===== config.mk =====
export PLATFORM = sky130hd
export DESIGN_NAME = btn_event_queue_flat
export DESIGN_NICKNAME = d
export VERILOG_FILES = /design/src/rtl/btn_evt_pkg.sv /design/src/rtl/btn_event_queue_if.sv /design/src/rtl/btn_event_queue_evt_fifo.sv /design/src/rtl/btn_event_queue.sv /design/src/flat_wrapper.sv
export SDC_FILE = /design/constraint.sdc
export NUM_CORES = 1
export LEC_CHECK = 0
export BUFFER_PORTS_ARGS = -buffer_cell sky130_fd_sc_hd__clkbuf_2
export CAP_MARGIN = 20
export CORE_MARGIN = 2
export CORE_UTILIZATION = 30
export CTS_BUF_LIST = sky130_fd_sc_hd__clkbuf_4 sky130_fd_sc_hd__clkbuf_8
export DETAILED_ROUTE_END_ITERATION = 7
export PLACE_DENSITY_LB_ADDON = 0.25
export SYNTH_ARGS = -nofsm -noshare
export SYNTH_HDL_FRONTEND = slang
export SYNTH_HIERARCHICAL = 1
export SYNTH_SLANG_ARGS = --single-unit

===== constraint.sdc =====
create_clock -name clk -period 4.2 [get_ports clk]
set_clock_uncertainty 0.15 [all_clocks]
set_input_delay 0.84 -clock clk [delete_from_list [all_inputs] [get_ports clk]]
set_output_delay 0.84 -clock clk [all_outputs]
set_load 0.1 [all_outputs]

===== src/rtl/btn_evt_pkg.sv =====
// Shared definitions for the button event queue.
// Provides default sizing, the button code constants and the code-width helper.
package btn_evt_pkg;

    localparam int unsigned N_BTN_DEF = 5;
    localparam int unsigned DEPTH_DEF = 4;

    // Button codes as emitted on evt_code
    localparam int unsigned BTN_C = 0;
    localparam int unsigned BTN_U = 1;
    localparam int unsigned BTN_D = 2;
    localparam int unsigned BTN_L = 3;
    localparam int unsigned BTN_R = 4;

    // Width of a button code; a single button still needs one bit
    function automatic int unsigned cw(input int unsigned n);
        return (n <= 1) ? 1 : $clog2(n);
    endfunction

endpackage


===== src/rtl/btn_event_queue_if.sv =====
// Event-queue bus: press ticks in, ordered button codes out.
//   tick_in   : one-cycle press pulses, one bit per button
//   evt_ready : consumer accepts the head event
//   evt_valid : head event available
//   evt_code  : button index of the head event
//   evt_count : current queue occupancy
//   overflow  : sticky dropped-press flag
//   ovf_clr   : clears overflow
interface btn_evt_if
    import btn_evt_pkg::*;
#(
    parameter int unsigned N_BTN = N_BTN_DEF,
    parameter int unsigned DEPTH = DEPTH_DEF
);
    localparam int unsigned CW = cw(N_BTN);
    localparam int unsigned NW = $clog2(DEPTH) + 1;

    logic [N_BTN-1:0] tick_in;
    logic             evt_ready;
    logic             ovf_clr;
    logic             evt_valid;
    logic [CW-1:0]    evt_code;
    logic [NW-1:0]    evt_count;
    logic             overflow;

    // Driver side: detectors and consumer
    modport master (
        output tick_in, evt_ready, ovf_clr,
        input  evt_valid, evt_code, evt_count, overflow
    );

    // Queue side
    modport slave (
        input  tick_in, evt_ready, ovf_clr,
        output evt_valid, evt_code, evt_count, overflow
    );
endinterface


===== src/rtl/btn_event_queue_evt_fifo.sv =====
// First-word-fall-through circular buffer for button codes.
//   clk, rst      : clock, async active-high reset
//   push_i/data_i : write request and data (honoured when not full or popping)
//   pop_i         : read request (ignored when empty)
//   full_o/empty_o: occupancy flags
//   count_o       : registered occupancy
//   head_o        : head entry, zero when empty
module evt_fifo #(
    parameter int unsigned DEPTH = 4,
    parameter int unsigned DW    = 3
) (
    input  logic                       clk,
    input  logic                       rst,
    input  logic                       push_i,
    input  logic [DW-1:0]              data_i,
    input  logic                       pop_i,
    output logic                       full_o,
    output logic                       empty_o,
    output logic [$clog2(DEPTH):0]     count_o,
    output logic [DW-1:0]              head_o
);
    localparam int unsigned AW = $clog2(DEPTH);
    localparam int unsigned PW = AW + 1;

    logic [PW-1:0] wr_ptr_q, wr_ptr_d;
    logic [PW-1:0] rd_ptr_q, rd_ptr_d;
    logic [PW-1:0] count_q, count_d;
    logic [DW-1:0] mem_q [DEPTH];
    logic          push_ok;
    logic          pop_ok;

    // Pointers carry a wrap bit: equal means empty, only-MSB-differs means full
    always_comb begin
        empty_o  = (wr_ptr_q == rd_ptr_q);
        full_o   = (wr_ptr_q[AW] != rd_ptr_q[AW]) &&
                   (wr_ptr_q[AW-1:0] == rd_ptr_q[AW-1:0]);
        pop_ok   = pop_i & ~empty_o;
        push_ok  = push_i & (~full_o | pop_ok);
        wr_ptr_d = wr_ptr_q + PW'(push_ok);
        rd_ptr_d = rd_ptr_q + PW'(pop_ok);
        count_d  = count_q + PW'(push_ok) - PW'(pop_ok);
        head_o   = empty_o ? '0 : mem_q[rd_ptr_q[AW-1:0]];
        count_o  = count_q;
    end

    // Pointer and occupancy state
    always_ff @(posedge clk or posedge rst) begin
        if (rst) begin
            wr_ptr_q <= '0;
            rd_ptr_q <= '0;
            count_q  <= '0;
        end else begin
            wr_ptr_q <= wr_ptr_d;
            rd_ptr_q <= rd_ptr_d;
            count_q  <= count_d;
        end
    end

    // Storage is never exposed while empty, so it carries no reset
    always_ff @(posedge clk) begin
        if (push_ok) begin
            mem_q[wr_ptr_q[AW-1:0]] <= data_i;
        end
    end
endmodule


===== src/rtl/btn_event_queue.sv =====
// Button event queue: latches press ticks in a pending register, grants the
// lowest pending button into a FWFT queue each cycle, and flags dropped presses.
//   clk, rst : clock, async active-high reset
//   bus      : btn_evt_if slave (ticks in, valid/ready code stream out)
module btn_event_queue
    import btn_evt_pkg::*;
#(
    parameter int unsigned N_BTN = N_BTN_DEF,
    parameter int unsigned DEPTH = DEPTH_DEF
) (
    input  logic  clk,
    input  logic  rst,
    btn_evt_if.slave bus
);
    localparam int unsigned CW = cw(N_BTN);

    logic [N_BTN-1:0] pend_q, pend_d;
    logic             ovf_q, ovf_d;
    logic [N_BTN-1:0] grant_c;
    logic [CW-1:0]    push_code;
    logic             push;
    logic             pop;
    logic             drop;
    logic             fifo_full;
    logic             fifo_empty;
    logic [CW-1:0]    fifo_head;

    // Lowest-index grant, allowed when the queue has room or frees a slot now
    always_comb begin
        pop       = ~fifo_empty & bus.evt_ready;
        grant_c   = '0;
        if (~fifo_full | pop) begin
            grant_c = pend_q & (~pend_q + N_BTN'(1));
        end
        push      = |grant_c;
        push_code = '0;
        for (int unsigned i = 0; i < N_BTN; i++) begin
            if (grant_c[i]) begin
                push_code = CW'(i);
            end
        end
        // A repeat on a bit still waiting for a slot is lost
        drop   = |(bus.tick_in & pend_q & ~grant_c);
        pend_d = (pend_q & ~grant_c) | bus.tick_in;
        ovf_d  = ovf_q;
        if (bus.ovf_clr) begin
            ovf_d = 1'b0;
        end
        if (drop) begin
            ovf_d = 1'b1;
        end
    end

    // Pending presses and sticky overflow
    always_ff @(posedge clk or posedge rst) begin
        if (rst) begin
            pend_q <= '0;
            ovf_q  <= 1'b0;
        end else begin
            pend_q <= pend_d;
            ovf_q  <= ovf_d;
        end
    end

    evt_fifo #(
        .DEPTH (DEPTH),
        .DW    (CW)
    ) u_fifo (
        .clk     (clk),
        .rst     (rst),
        .push_i  (push),
        .data_i  (push_code),
        .pop_i   (pop),
        .full_o  (fifo_full),
        .empty_o (fifo_empty),
        .count_o (bus.evt_count),
        .head_o  (fifo_head)
    );

    assign bus.evt_valid = ~fifo_empty;
    assign bus.evt_code  = fifo_head;
    assign bus.overflow  = ovf_q;
endmodule


===== src/flat_wrapper.sv =====
// flat-port wrapper written by rule: the top's interface ports become plain ports
module btn_event_queue_flat import btn_evt_pkg::*;
#(
    parameter int unsigned N_BTN = N_BTN_DEF,
    parameter int unsigned DEPTH = DEPTH_DEF
)
  (clk, rst, bus_tick_in, bus_evt_ready, bus_ovf_clr, bus_evt_valid, bus_evt_code, bus_evt_count, bus_overflow);
  btn_evt_if #(.N_BTN(N_BTN), .DEPTH(DEPTH)) bus_i ();
  input  logic clk;
  input  logic rst;
  input wire logic [$bits(bus_i.tick_in)-1:0] bus_tick_in;
  input wire logic [$bits(bus_i.evt_ready)-1:0] bus_evt_ready;
  input wire logic [$bits(bus_i.ovf_clr)-1:0] bus_ovf_clr;
  output wire logic [$bits(bus_i.evt_valid)-1:0] bus_evt_valid;
  output wire logic [$bits(bus_i.evt_code)-1:0] bus_evt_code;
  output wire logic [$bits(bus_i.evt_count)-1:0] bus_evt_count;
  output wire logic [$bits(bus_i.overflow)-1:0] bus_overflow;
  assign bus_i.tick_in = bus_tick_in;
  assign bus_i.evt_ready = bus_evt_ready;
  assign bus_i.ovf_clr = bus_ovf_clr;
  assign bus_evt_valid = bus_i.evt_valid;
  assign bus_evt_code = bus_i.evt_code;
  assign bus_evt_count = bus_i.evt_count;
  assign bus_overflow = bus_i.overflow;
  btn_event_queue #(.N_BTN(N_BTN), .DEPTH(DEPTH)) u_core (.clk(clk), .rst(rst), .bus(bus_i));
endmodule

==> flow_summary_export.csv <==
group,metric,value,unit
synth,mappedNetlistArea,1301,um^2
clocking,cts-resized-gates,0,
worst_setup_path,critical_path_peak_fanout,6,
placement,port_buffers,16,
grt,grt_use_total,0.09808,
cells_and_area,layout.nets,131,
floorplan,dieArea,4880,um^2
synth,ys_warn_count,6,
routing,ant_nets,0,
routing,drt-initial-drc-count,65,
clocking,postCtsSetupRepairBufs,0,
timing,setup_viol,0,
timing,tightest_slew,0.6676,ns
clocking,cts_tree,"done",
worst_setup_path,worstPathCellList,"xor2_2, nor3_2, nand2b_1, and2_1, nor2_1, inv_1, or4_1, o311ai_1, ha_1, fa_1, xnor2_1, xnor2_1",
timing,setup_slack,0.9116,ns
placement,place_ws,0.9600,ns
clocking,root_buffer,"clkbuf_8",
timing,relSlewSlack,0.5508,
worst_setup_path,slowest_stage,"or4_1",
cells_and_area,n_antenna_cell,0,
timing,fin_setup_tns,0,ns
cells_and_area,area_growth_syn_to_layout,14.52,%
timing,max_freq,304.1,MHz
synth,synth_top_flop_cell,"dfrtp_1",
routing,vias,787,
placement,gp_congestion,0.8101,
worst_setup_path,path_common_cell,"xnor2_1",
timing,rsz0062_at_grt,"no",
worst_setup_path,startpoint_type,"flop",
floorplan,start_util,0.3184,
worst_setup_path,crit_type,"reg -> reg",
grt,grt_overflow,0,
synth,ys_seq_elements,27,
synth,netlist_instances,95,
synth,synth.avg_cell_area,13.70,um^2
clocking,htreeDepth,1,
timing,slew_viol_final,0,
synth,synthArstFlopShare,0.5556,
floorplan,die_w,69.86,um
timing,hold_violations,0,
worst_setup_path,critical_path.top_delay_family,"simple AND/OR/NAND/NOR gates",
flow_run,maxCapViolCount,0,
grt,grt_max_degree,16,
worst_setup_path,critPathBufInv,1,
synth,synth_top_cells_by_area,"dfrtp_1, edfxtp_1, mux4_1",
placement,dp_hpwl,1774,um
grt,grt_pass1_vias,840,
floorplan,std_cell_rows,23,
floorplan,coreArea,4086,um^2
synth,yosysSeqAreaShare,0.5654,
clocking,cts_buffers,3,
routing,wl,2207,um
worst_setup_path,worst_path_largest_cell_delay,0.54,ns
synth,synth_edf_count,12,
worst_setup_path,required,4.25,ns
synth,synth_top_area_cell,"dfrtp_1",
clocking,clk_latency,0.27,ns
synth,synth_top_area_frac,0.2885,
floorplan,die_y,69.86,um
routing,via_per_inst,4.770,
timing,finalCritPeriodShare,0.7829,
outcome,status,"finished clean",
timing,period_needed,3.288,ns
hold_path,hold_class,"in -> async",
floorplan,io_pins,17,
routing,drt_pass1_iterations,4,
routing,drc,0,
worst_setup_path,cp_data_arrival_time,3.34,ns
cells_and_area,fin_util,0.3647,
routing,routedWlPerCell,13.38,um
synth,syn_nets,110,
clocking,clock-sinks,27,
clocking,clockBufferDepth,2,
cells_and_area,fillCellCount,423,
cells_and_area,drive_above_1_share,0.2261,
grt,grt_pass1_wl,3946,um
worst_setup_path,cp-end-kind,"flop",
grt,grt_antenna_before_repair,0,
clocking,holdBufCountCts,0,
synth,synth_cell_types,32,
timing,whs,0.3096,ns
clocking,clk_pin_slew_worst_paths,0.10,ns
-- kinds of logic (layout without fill, tap and decap cells) --
family,after synthesis,after routing,synth area share
adder cells (fa/ha/maj),6,6,0.06346
AND/OR/NAND/NOR,28,28,0.1365
AO/OA/AOI/OAI,15,15,0.08559
XOR/XNOR,8,8,0.06539
multiplexers,3,3,0.06058
buffers and inverters,8,28,0.02308
flip-flops,27,27,0.5654
-- placed cells by master, fill, tap and decap left out, drive strengths merged --
cell     synthesis  layout
inv              8       8
and2             1       1
nand2b           3       3
a21o             4       4
nand2            1       1
a21oi            1       1
o311ai           2       2
clkbuf           0      19
a31oi            1       1
xnor2            3       3
nor2b            5       5
fa               1       1
or4              2       2
a22oi            1       1
nor4             2       2
xor2             5       5
dfrtp           15      15
nand3            1       1
edfxtp          12      12
nor2             7       7
nor3b            1       1
mux4             3       3
nor3             4       4
o211ai           1       1
o2111ai          1       1
a211o            1       1
ha               5       5
nor4b            1       1
a41o             1       1
clkinv           0       1
o21ai            2       2
-- through the flow --
stage | instance area, um^2 | cells
finish | 1490 | 165
global route | 1490 | 165
CTS | 1490 | 165
detailed placement | 1444 | 161
global placement | 1444 | 161
floorplan | 1301 | 95
-- area by class of cell --
type	instances	area, um^2	area share
Clock buffer	3	41.29	0.02771
Clock inverter	1	5.005	0.003359
Inverter	8	30.03	0.02015
Multi-Input combinational cell	60	535.5	0.3594
Sequential cell	27	735.7	0.4937
Tap cell	50	62.56	0.04198
Timing Repair Buffer	16	80.08	0.05374
-- cell usage after synthesis (2+ instances only) --
master and n:
nor2_1 7, inv_1 8, mux4_1 3, dfrtp_1 15, ha_1 5, or4_1 2, xor2_2 2, edfxtp_1 12
nor2b_1 5, o311ai_1 2, a21o_1 4, nor3_1 3, xnor2_1 3, o21ai_0 2, nand2b_1 3, xor2_1 3
-- registers in the layout, summed over array words and instances, names as in the netlist --
name	flops
u_core/u_fifo/mem_q	12
u_core/pend_q	5
u_core/u_fifo/count_o	3
u_core/u_fifo/rd_ptr_q	3
u_core/u_fifo/wr_ptr_q	3
u_core/bus.overflow	1
-- final timing paths --
| path | startpoint | to | slack (ns) | cells after the start |
|---|---|---|---|---|
| max | u_core/u_fifo/rd_ptr_q[0] | u_core/u_fifo/count_o[2] | 0.91 | 12 |
| min | rst | u_core/pend_q[0] | 0.31 | 2 |
| max reg2reg | u_core/u_fifo/rd_ptr_q[0] | u_core/u_fifo/count_o[2] | 0.91 | 12 |
| min reg2reg | u_core/u_fifo/count_o[0] | u_core/u_fifo/count_o[0] | 0.37 | 1 |
| max in group asynchronous | rst | u_core/u_fifo/rd_ptr_q[0] | 3.30 | 2 |
| min in group clk | u_core/u_fifo/count_o[0] | u_core/u_fifo/count_o[0] | 0.37 | 1 |
-- metal layers --
layer,global-route usage,share of wire
met1,0.1316,0.49
met2,0.1608,0.47
met3,0.02597,0.042
met4,0.01923,0
met5,0,0
Power is not shown: default switching activity piles up to over one toggle a cycle in this logic, so the estimate is an artifact.
